## src/rtl/dmem_access_sequencer.sv

```systemverilog
// rtl/dmem_access_sequencer.sv - round-robin r0/r1 sequencer splitting ops into dmem word beats
// Optional macro DMEM_SEQ_BOUNDS_CHECK_EN rejects out-of-region spans and ROM writes.
module dmem_access_sequencer #(
   parameter int S         = 32,
   parameter int V         = 192,
   parameter int ROM_BASE  = 1000,
   parameter int ROM_DEPTH = 150000,
   parameter int RAM_BASE  = 151000,
   parameter int RAM_DEPTH = 150000
) (
   input  logic         clk,
   input  logic         rst,
   input  logic         r0_valid,
   output logic         r0_ready,
   input  logic         r0_we,
   input  logic         r0_vec,
   input  logic [S-1:0] r0_addr,
   input  logic [V-1:0] r0_wd,
   input  logic         r1_valid,
   output logic         r1_ready,
   input  logic         r1_we,
   input  logic         r1_vec,
   input  logic [S-1:0] r1_addr,
   input  logic [V-1:0] r1_wd,
   output logic         rsp_valid,
   output logic         rsp_id,
   output logic [V-1:0] rsp_rdata,
   output logic         rsp_err,
   output logic         mem_en,
   output logic         mem_we,
   output logic         mem_sel,
   output logic [S-1:0] mem_addr,
   output logic [S-1:0] mem_wd,
   input  logic [S-1:0] mem_rd,
   output logic         busy
);

   localparam int LANES = V / S;
   localparam int CW = (LANES > 1) ? $clog2(LANES) : 1;
   localparam logic [S-1:0]  ROM_LO    = S'(ROM_BASE);
   localparam logic [S-1:0]  RAM_LO    = S'(RAM_BASE);
   localparam logic [CW-1:0] LAST_LANE = CW'(LANES - 1);

   typedef enum logic [1:0] {IDLE, ISSUE, WAIT, RESP} state_t;
   state_t state, state_nx;

   logic          rr_last, id_r, we_r, vec_r, sel_r, err_r, rd_pend;
   logic [S-1:0]  addr_r, base_r;
   logic [V-1:0]  wd_r, rdata_r;
   logic [CW-1:0] cnt, rd_lane, last_cnt;

   logic          g, accept, s_we, s_vec, s_sel, s_err;
   logic [S-1:0]  s_addr;
   logic [V-1:0]  s_wd;

`ifdef DMEM_SEQ_BOUNDS_CHECK_EN
   localparam logic [S-1:0] ROM_HI = S'(ROM_BASE + ROM_DEPTH);
   localparam logic [S-1:0] RAM_HI = S'(RAM_BASE + RAM_DEPTH);
   logic [S-1:0] s_end;
   logic         rom_ok, ram_ok;
`endif

   // Tie goes to the requester that did not win last time.
   always_comb begin
      g      = (r0_valid && r1_valid) ? ~rr_last : ~r0_valid;
      accept = (state == IDLE) && (r0_valid || r1_valid) && !rst;
      s_we   = g ? r1_we   : r0_we;
      s_vec  = g ? r1_vec  : r0_vec;
      s_addr = g ? r1_addr : r0_addr;
      s_wd   = g ? r1_wd   : r0_wd;
      s_sel  = (s_addr >= RAM_LO);
`ifdef DMEM_SEQ_BOUNDS_CHECK_EN
      s_end  = s_addr + (s_vec ? S'(LANES - 1) : '0);
      rom_ok = (s_addr >= ROM_LO) && (s_end < ROM_HI) && (s_end >= s_addr);
      ram_ok = (s_addr >= RAM_LO) && (s_end < RAM_HI) && (s_end >= s_addr);
      s_err  = !(rom_ok || ram_ok) || (rom_ok && s_we);
`else
      s_err  = 1'b0;
`endif
   end

   assign r0_ready = accept && !g;
   assign r1_ready = accept && g;
   assign last_cnt = vec_r ? LAST_LANE : '0;

   always_comb begin
      state_nx  = state;
      mem_en    = 1'b0;
      mem_we    = 1'b0;
      mem_sel   = 1'b0;
      mem_addr  = '0;
      mem_wd    = '0;
      rsp_valid = 1'b0;
      rsp_id    = 1'b0;
      rsp_err   = 1'b0;
      rsp_rdata = '0;
      case (state)
         IDLE:  if (accept) state_nx = s_err ? RESP : ISSUE;
         ISSUE: begin
            mem_en   = 1'b1;
            mem_we   = we_r;
            mem_sel  = sel_r;
            mem_addr = addr_r + S'(cnt) - base_r;
            mem_wd   = wd_r[S*int'(cnt) +: S];
            if (cnt == last_cnt) state_nx = WAIT;
         end
         WAIT:  state_nx = RESP;
         RESP: begin
            rsp_valid = 1'b1;
            rsp_id    = id_r;
            rsp_err   = err_r;
            rsp_rdata = rdata_r;
            state_nx  = IDLE;
         end
         default: state_nx = IDLE;
      endcase
   end

   assign busy = (state != IDLE);

   always_ff @(posedge clk) begin
      if (rst) begin
         state   <= IDLE;
         rr_last <= 1'b1;
         id_r    <= 1'b0;
         we_r    <= 1'b0;
         vec_r   <= 1'b0;
         sel_r   <= 1'b0;
         err_r   <= 1'b0;
         addr_r  <= '0;
         base_r  <= '0;
         wd_r    <= '0;
         rdata_r <= '0;
         cnt     <= '0;
         rd_pend <= 1'b0;
         rd_lane <= '0;
      end else begin
         state   <= state_nx;
         // Bank read data arrives one cycle after its beat.
         rd_pend <= (state == ISSUE) && !we_r;
         rd_lane <= cnt;
         if (rd_pend) rdata_r[S*int'(rd_lane) +: S] <= mem_rd;
         if (state == ISSUE) cnt <= cnt + 1'b1;
         if (accept) begin
            rr_last <= g;
            id_r    <= g;
            we_r    <= s_we;
            vec_r   <= s_vec;
            sel_r   <= s_sel;
            err_r   <= s_err;
            addr_r  <= s_addr;
            base_r  <= s_sel ? RAM_LO : ROM_LO;
            wd_r    <= s_wd;
            rdata_r <= '0;
            cnt     <= '0;
         end
      end
   end

endmodule
```

## config.mk

```make
export PLATFORM = sky130hd
export DESIGN_NAME = dmem_access_sequencer
export DESIGN_NICKNAME = d
export VERILOG_FILES = /design/src/rtl/dmem_access_sequencer.sv
export SDC_FILE = /design/constraint.sdc
export NUM_CORES = 1
export LEC_CHECK = 0
export CORE_AREA = 8 8 291 293
export CTS_BUF_LIST = sky130_fd_sc_hd__clkbuf_4
export DETAILED_ROUTE_END_ITERATION = 8
export DIE_AREA = 0 0 299 301
export GPL_TIMING_DRIVEN = 0
export PLACE_DENSITY = 0.61
export SLEW_MARGIN = 10
export SYNTH_ARGS = -nofsm -noshare
export SYNTH_HDL_FRONTEND = slang
export SYNTH_SLANG_ARGS = --single-unit
```

## constraint.sdc

```tcl
create_clock -name clk -period 5.6 [get_ports clk]
set_input_delay 0.56 -clock clk [delete_from_list [all_inputs] [get_ports clk]]
set_output_delay 0.56 -clock clk [all_outputs]
set_load 0.01 [all_outputs]
```

== After elaboration in Yosys (flattened, before gate mapping) ==
Cells that the tools add are included.

* Flip-flop bits (word level): 462
* Input port bits: 488
* Logic and storage cells: 62
* Output and inout port bits: 265

* Equal/unequal tests: 6
* Mux-type cells: 19
* Magnitude comparators: 1
* Shifts and indexed selects: 3
* $add $sub $neg: 4
* Reduce and logical (&&, ||, !) cells: 14
* Bitwise logic cells: 2

{| class="wikitable"
|+ Operators by type and width
! operator !! count
|-
| 192-bit 2-to-1 mux || 2
|-
| 192-bit bitwise mux || 1
|-
| 32-bit by 33-bit variable shift with 192-bit output (first input constant) || 1
|-
| 192-bit by 9-bit indexed part select with 32-bit output || 1
|-
| 32-bit by 33-bit indexed part select with 192-bit output || 1
|-
| 32-bit 2-to-1 mux || 3
|-
| 8-bit negation with 33-bit output || 1
|-
| 32-bit by 3-bit adder with 32-bit output || 1
|-
| 32-bit by 18-bit greater-or-equal comparator with 1-bit output (second input constant) || 1
|-
| 32-bit subtractor || 1
|-
| 18-bit 2-to-1 mux || 1
|-
| 1-bit 2-to-1 mux || 8
|-
| 2-bit one-hot mux with 4 select lines || 1
|-
| 1-bit logical AND || 6
|-
| 2-bit equality test (second input constant) || 2
|-
| 2-bit 2-to-1 mux || 2
|-
| 2-bit != test (second input constant) || 2
|-
| 3-bit by 1-bit adder with 3-bit output (second input constant) || 1
|-
| 3-bit equality test || 1
|-
| 1-bit logical NOT || 3
|-
| 3-bit 2-to-1 mux || 1
|-
| 2-bit by 1-bit equality test with 1-bit output (second input constant) || 1
|-
| 2-bit logical NOT || 1
|-
| 1-bit NOT || 2
|-
| other kinds (4) || 4
|}

== Logic depth before layout (Yosys ltp) ==
* Depth in word-level cells: 5
* Gate-level depth with buffers: 12
* Mapped depth without buffers: 11

== Worst setup path before layout ==
OpenSTA, ideal clock, no wires.

* Path kind: reg-to-output
* Start: reg cnt[2]
* End: out mem_addr[30]
* Path buffers: 1
* Stages on the path, launching flop included: 13
* Slack: 2301 ps
* Data required time: 5040 ps
* Arrival: 2739 ps
* Path through: dfxtp_1 clkinv_1 clkbuf_1 ha_1 inv_1 ha_1 a21o_1 a31o_2 a31oi_1 o221a_2 o21ai_1 a31oi_1 mux2i_1

* Word-level cells in the longest chain between the ends: 3

{| class="wikitable"
|+ Ends and longest elaborated chain
! item !! RTL line !! source
|-
| start, declared || 50 || <nowiki>logic [CW-1:0] cnt, rd_lane, last_cnt;</nowiki>
|-
| start signal, assigned || 143 || <nowiki>if (state == ISSUE) cnt <= cnt + 1'b1;</nowiki>
|-
| 32-bit by 3-bit adder with 32-bit output || 103 || <nowiki>mem_addr = addr_r + S'(cnt) - base_r;</nowiki>
|-
| 32-bit subtractor || 103 ||
|-
| 32-bit 2-to-1 mux || 97 || <nowiki>case (state)</nowiki>
|-
| end, declared || 32 || <nowiki>output logic [S-1:0] mem_addr,</nowiki>
|}

No other way between the ends.

== Final worst setup path ==
* Start: reg cnt[2]
* End: out mem_addr[26]

Same word-level chain as after synthesis.

==> out/results.ini <==
[run_status]
status = completed

[critical_path]
critPathKind = reg2out
cp-start-kind = flip-flop
required_ps = 5040
cp_max_fo = 17
crit_path_end_kind = output port
arrival_ps = 4740

[pwr]
seqPwrFrac_pct = 30.9
p_total_uw = 12680
power.density_nw_per_um2 = 386.4
sw_frac_of_total_pct = 41.60
p_leak_uw = 0.01225
max-vdd-ir-drop_mv = 0.1694
p_sw_uw = 5274
clkPwrFrac_pct = 23.4
p_comb_share_pct = 45.7
power.internal_uw = 7404

[cells_and_area]
nFillCells = 8340
nets = 4087
multi_input_area_um2 = 12570
final_core_utilization_pct = 41.07
ff_latch_area_um2 = 8648
syn_to_final_growth_pct = 46.62
final_layout_size_suffix_gt1_share_pct = 8.331

[sta]
hold_viol_final = 0
maxSlewHeadroom_pct = 20.41
tightest_slew_ps = 1181
slew_violations = 0
setup_viol = 0
rsz0062_at_grt = false
post-route-period-util_pct = 94.73
period_needed_ps = 5305
fin_hold_ws_ps = 285.7
fmax_ghz = 0.1885
final.setup.tns_ps = 0
fin_skew_ps = 69.82

[die]
die_w_um = 299
start_util_pct = 28.01
core_um2 = 79900
ios = 753
row_count = 104
dieHeight_um = 301
die_area_um2 = 90000

[cts]
root_buffer = clkbuf_4
cts_resized = 1
cts.sinks = 432
cts_hold_buf = 0
numCtsBuffers = 121
clkLatencyLatePin_ps = 930
cts_setup_buffers = 0
cts_buffer_depth = 3
htreeDepth = 3
cts_tree = yes
clk_pin_slew_ps = 70

[logic_synthesis]
ys_seq_elements = 432
syn_area_um2 = 22380
yosys-top-cells-count = dfxtp_1 (432), nor2_1 (334), nand2_1 (322), mux2i_1 (263), a21oi_1 (261)
ys_seq_area_share_pct = 38.64
syn_nets = 3214
ys_warn_count = 0
syn_area_per_cell_um2 = 8.366
async_flop_share_pct = 0
synth_top_area_share_pct = 38.64
netlist_instances = 2675
synth_top_area_cell = dfxtp_1
yosysMostFrequentCell = dfxtp_1
synth-edff-count = 0
synthFlopType = dfxtp_1
ys_types = 79
synthTopCellsByArea = dfxtp_1 (39%), mux2i_1 (12%), a211oi_1 (7.5%)

[route]
viasPerCell = 4.939
drtIter0Drc = 1416
drcViolationCount = 0
drt_wl_total_mm = 115.9
first_pass_iters = 6
wl_per_cell_um = 24.55
ant_nets = 0
via_count = 23318

[global_routing]
gr-usage-all-layers_pct = 24.30
grt_max_degree = 22
grt.overflow.total = 0
grt_antenna_before_repair = 41
grt_pass1_vias = 23734
grt_pass1_wl_mm = 162.9

[min_path]
hold_path.class = in2reg

[place]
gp_congestion = 0.9264
port_buffers = 751
place_hpwl_mm = 95.32

[flow_run]
drv_cap = 0

cell families (layout without fill, tap and decap cells):
logic type / Yosys count / count (layout) / synth area share [%]
AND/OR/NAND/NOR: 1028 / 1028 / 21.15
AO/OA/AOI/OAI: 569 / 569 / 16.30
flip-flops: 432 / 432 / 38.64
multiplexers: 296 / 296 / 15.03
buffers and inverters: 277 / 1239 / 5.183
adder cells (fa/ha/maj): 51 / 51 / 2.851
XOR/XNOR: 21 / 21 / 0.8219
other: 1 / 25 / 0.01676
state kept, by name, indices dropped and copies added, names as in the netlist:
name	count
addr_r	32
wd_r	192
rd_lane	3
rdata_r	192
id_r	1
rd_pend	1
state	2
vec_r	1
we_r	1
cnt	3
base_r	3
rr_last	1
worst max-delay path, stage by stage, from the launching register on:
cell,delay (ps)
dfxtp_1,380
clkinv_2,350
ha_1,430
inv_1,40
ha_1,200
a21o_1,160
a31o_2,280
a31oi_1,320
o221a_2,340
o21ai_1,150
a21oi_1,220
mux2i_1,380
clkdlybuf4s50_1,620
power groups by stage:
stage,sequential [uW],clock [uW],combinational (uW)
floorplan,3870,0,3520
global placement,3970,0,5770
CTS,3910,3030,5810
finish,3920,2970,5790
global route,3980,3190,6250
detailed placement,3980,0,5790
path summary, 6_finish.rpt:
kind | start | depth (start not counted) | slack, ps | to
worst min register to register | rdata_r[113] | 2 | 450 | rdata_r[113]
worst max register to register | state[1] | 8 | 2110 | rdata_r[158]
worst max-delay path | cnt[2] | 12 | 300 | mem_addr[26]
worst min-delay path | r0_wd[72] | 3 | 290 | wd_r[72]
metal layers:
| layer | up-vias | track usage (%) | wire length, um |
|---|---|---|---|
| met3 | 221 | 6.740 | 8827 |
| met4 | 14 | 9.798 | 4465 |
| met1 | 10943 | 26.46 | 43850 |
| met5 | - | 0 | 88 |
| met2 | 977 | 44.21 | 58660 |
| li1 | 11163 | - | - |
cell type report:
class | count | area share [%]
multi-input cells | 1966 | 38.31
well taps | 1060 | 4.042
inverters | 45 | 0.5186
clock buffers | 179 | 4.095
flip-flops and latches | 432 | 26.36
diodes | 24 | 0.1830
repair buffers | 751 | 22.91
clock inverters | 33 | 0.5758
plain buffers | 231 | 3.009
stage by stage:
stage / setup slack (ps) / std cells / area, um^2
floorplan: 2301 / 2675 / 22380
CTS: 76.07 / 4697 / 32750
finish: 295.3 / 4721 / 32810
global placement: 617.8 / 4486 / 31220
detailed placement: 619.2 / 4486 / 31220
global route: 41.81 / 4716 / 32800
cells in the final DEF (no fill, tap or decap), drive strengths merged, types with 4 or more instances in the layout:
master,netlist,routed
a2111oi,4,4
a211o,5,5
a211oi,226,226
a21boi,4,4
a21o,9,9
a21oi,265,265
a31oi,4,4
and2,196,196
and3,6,6
buf,54,54
clkbuf,178,356
clkdlybuf4s50,0,751
clkinv,2,30
dfxtp,432,432
diode,0,24
ha,51,51
inv,43,48
mux2i,263,263
mux4,32,32
nand2,322,322
nand2b,11,11
nand3,86,86
nand4,21,21
nor2,334,334
nor2b,5,5
nor3,18,18
nor4,6,6
o21ai,20,20
o21bai,7,7
or2,4,4
or3,7,7
xnor2,14,14
xor2,7,7
Power figures use the tool's default switching activity.
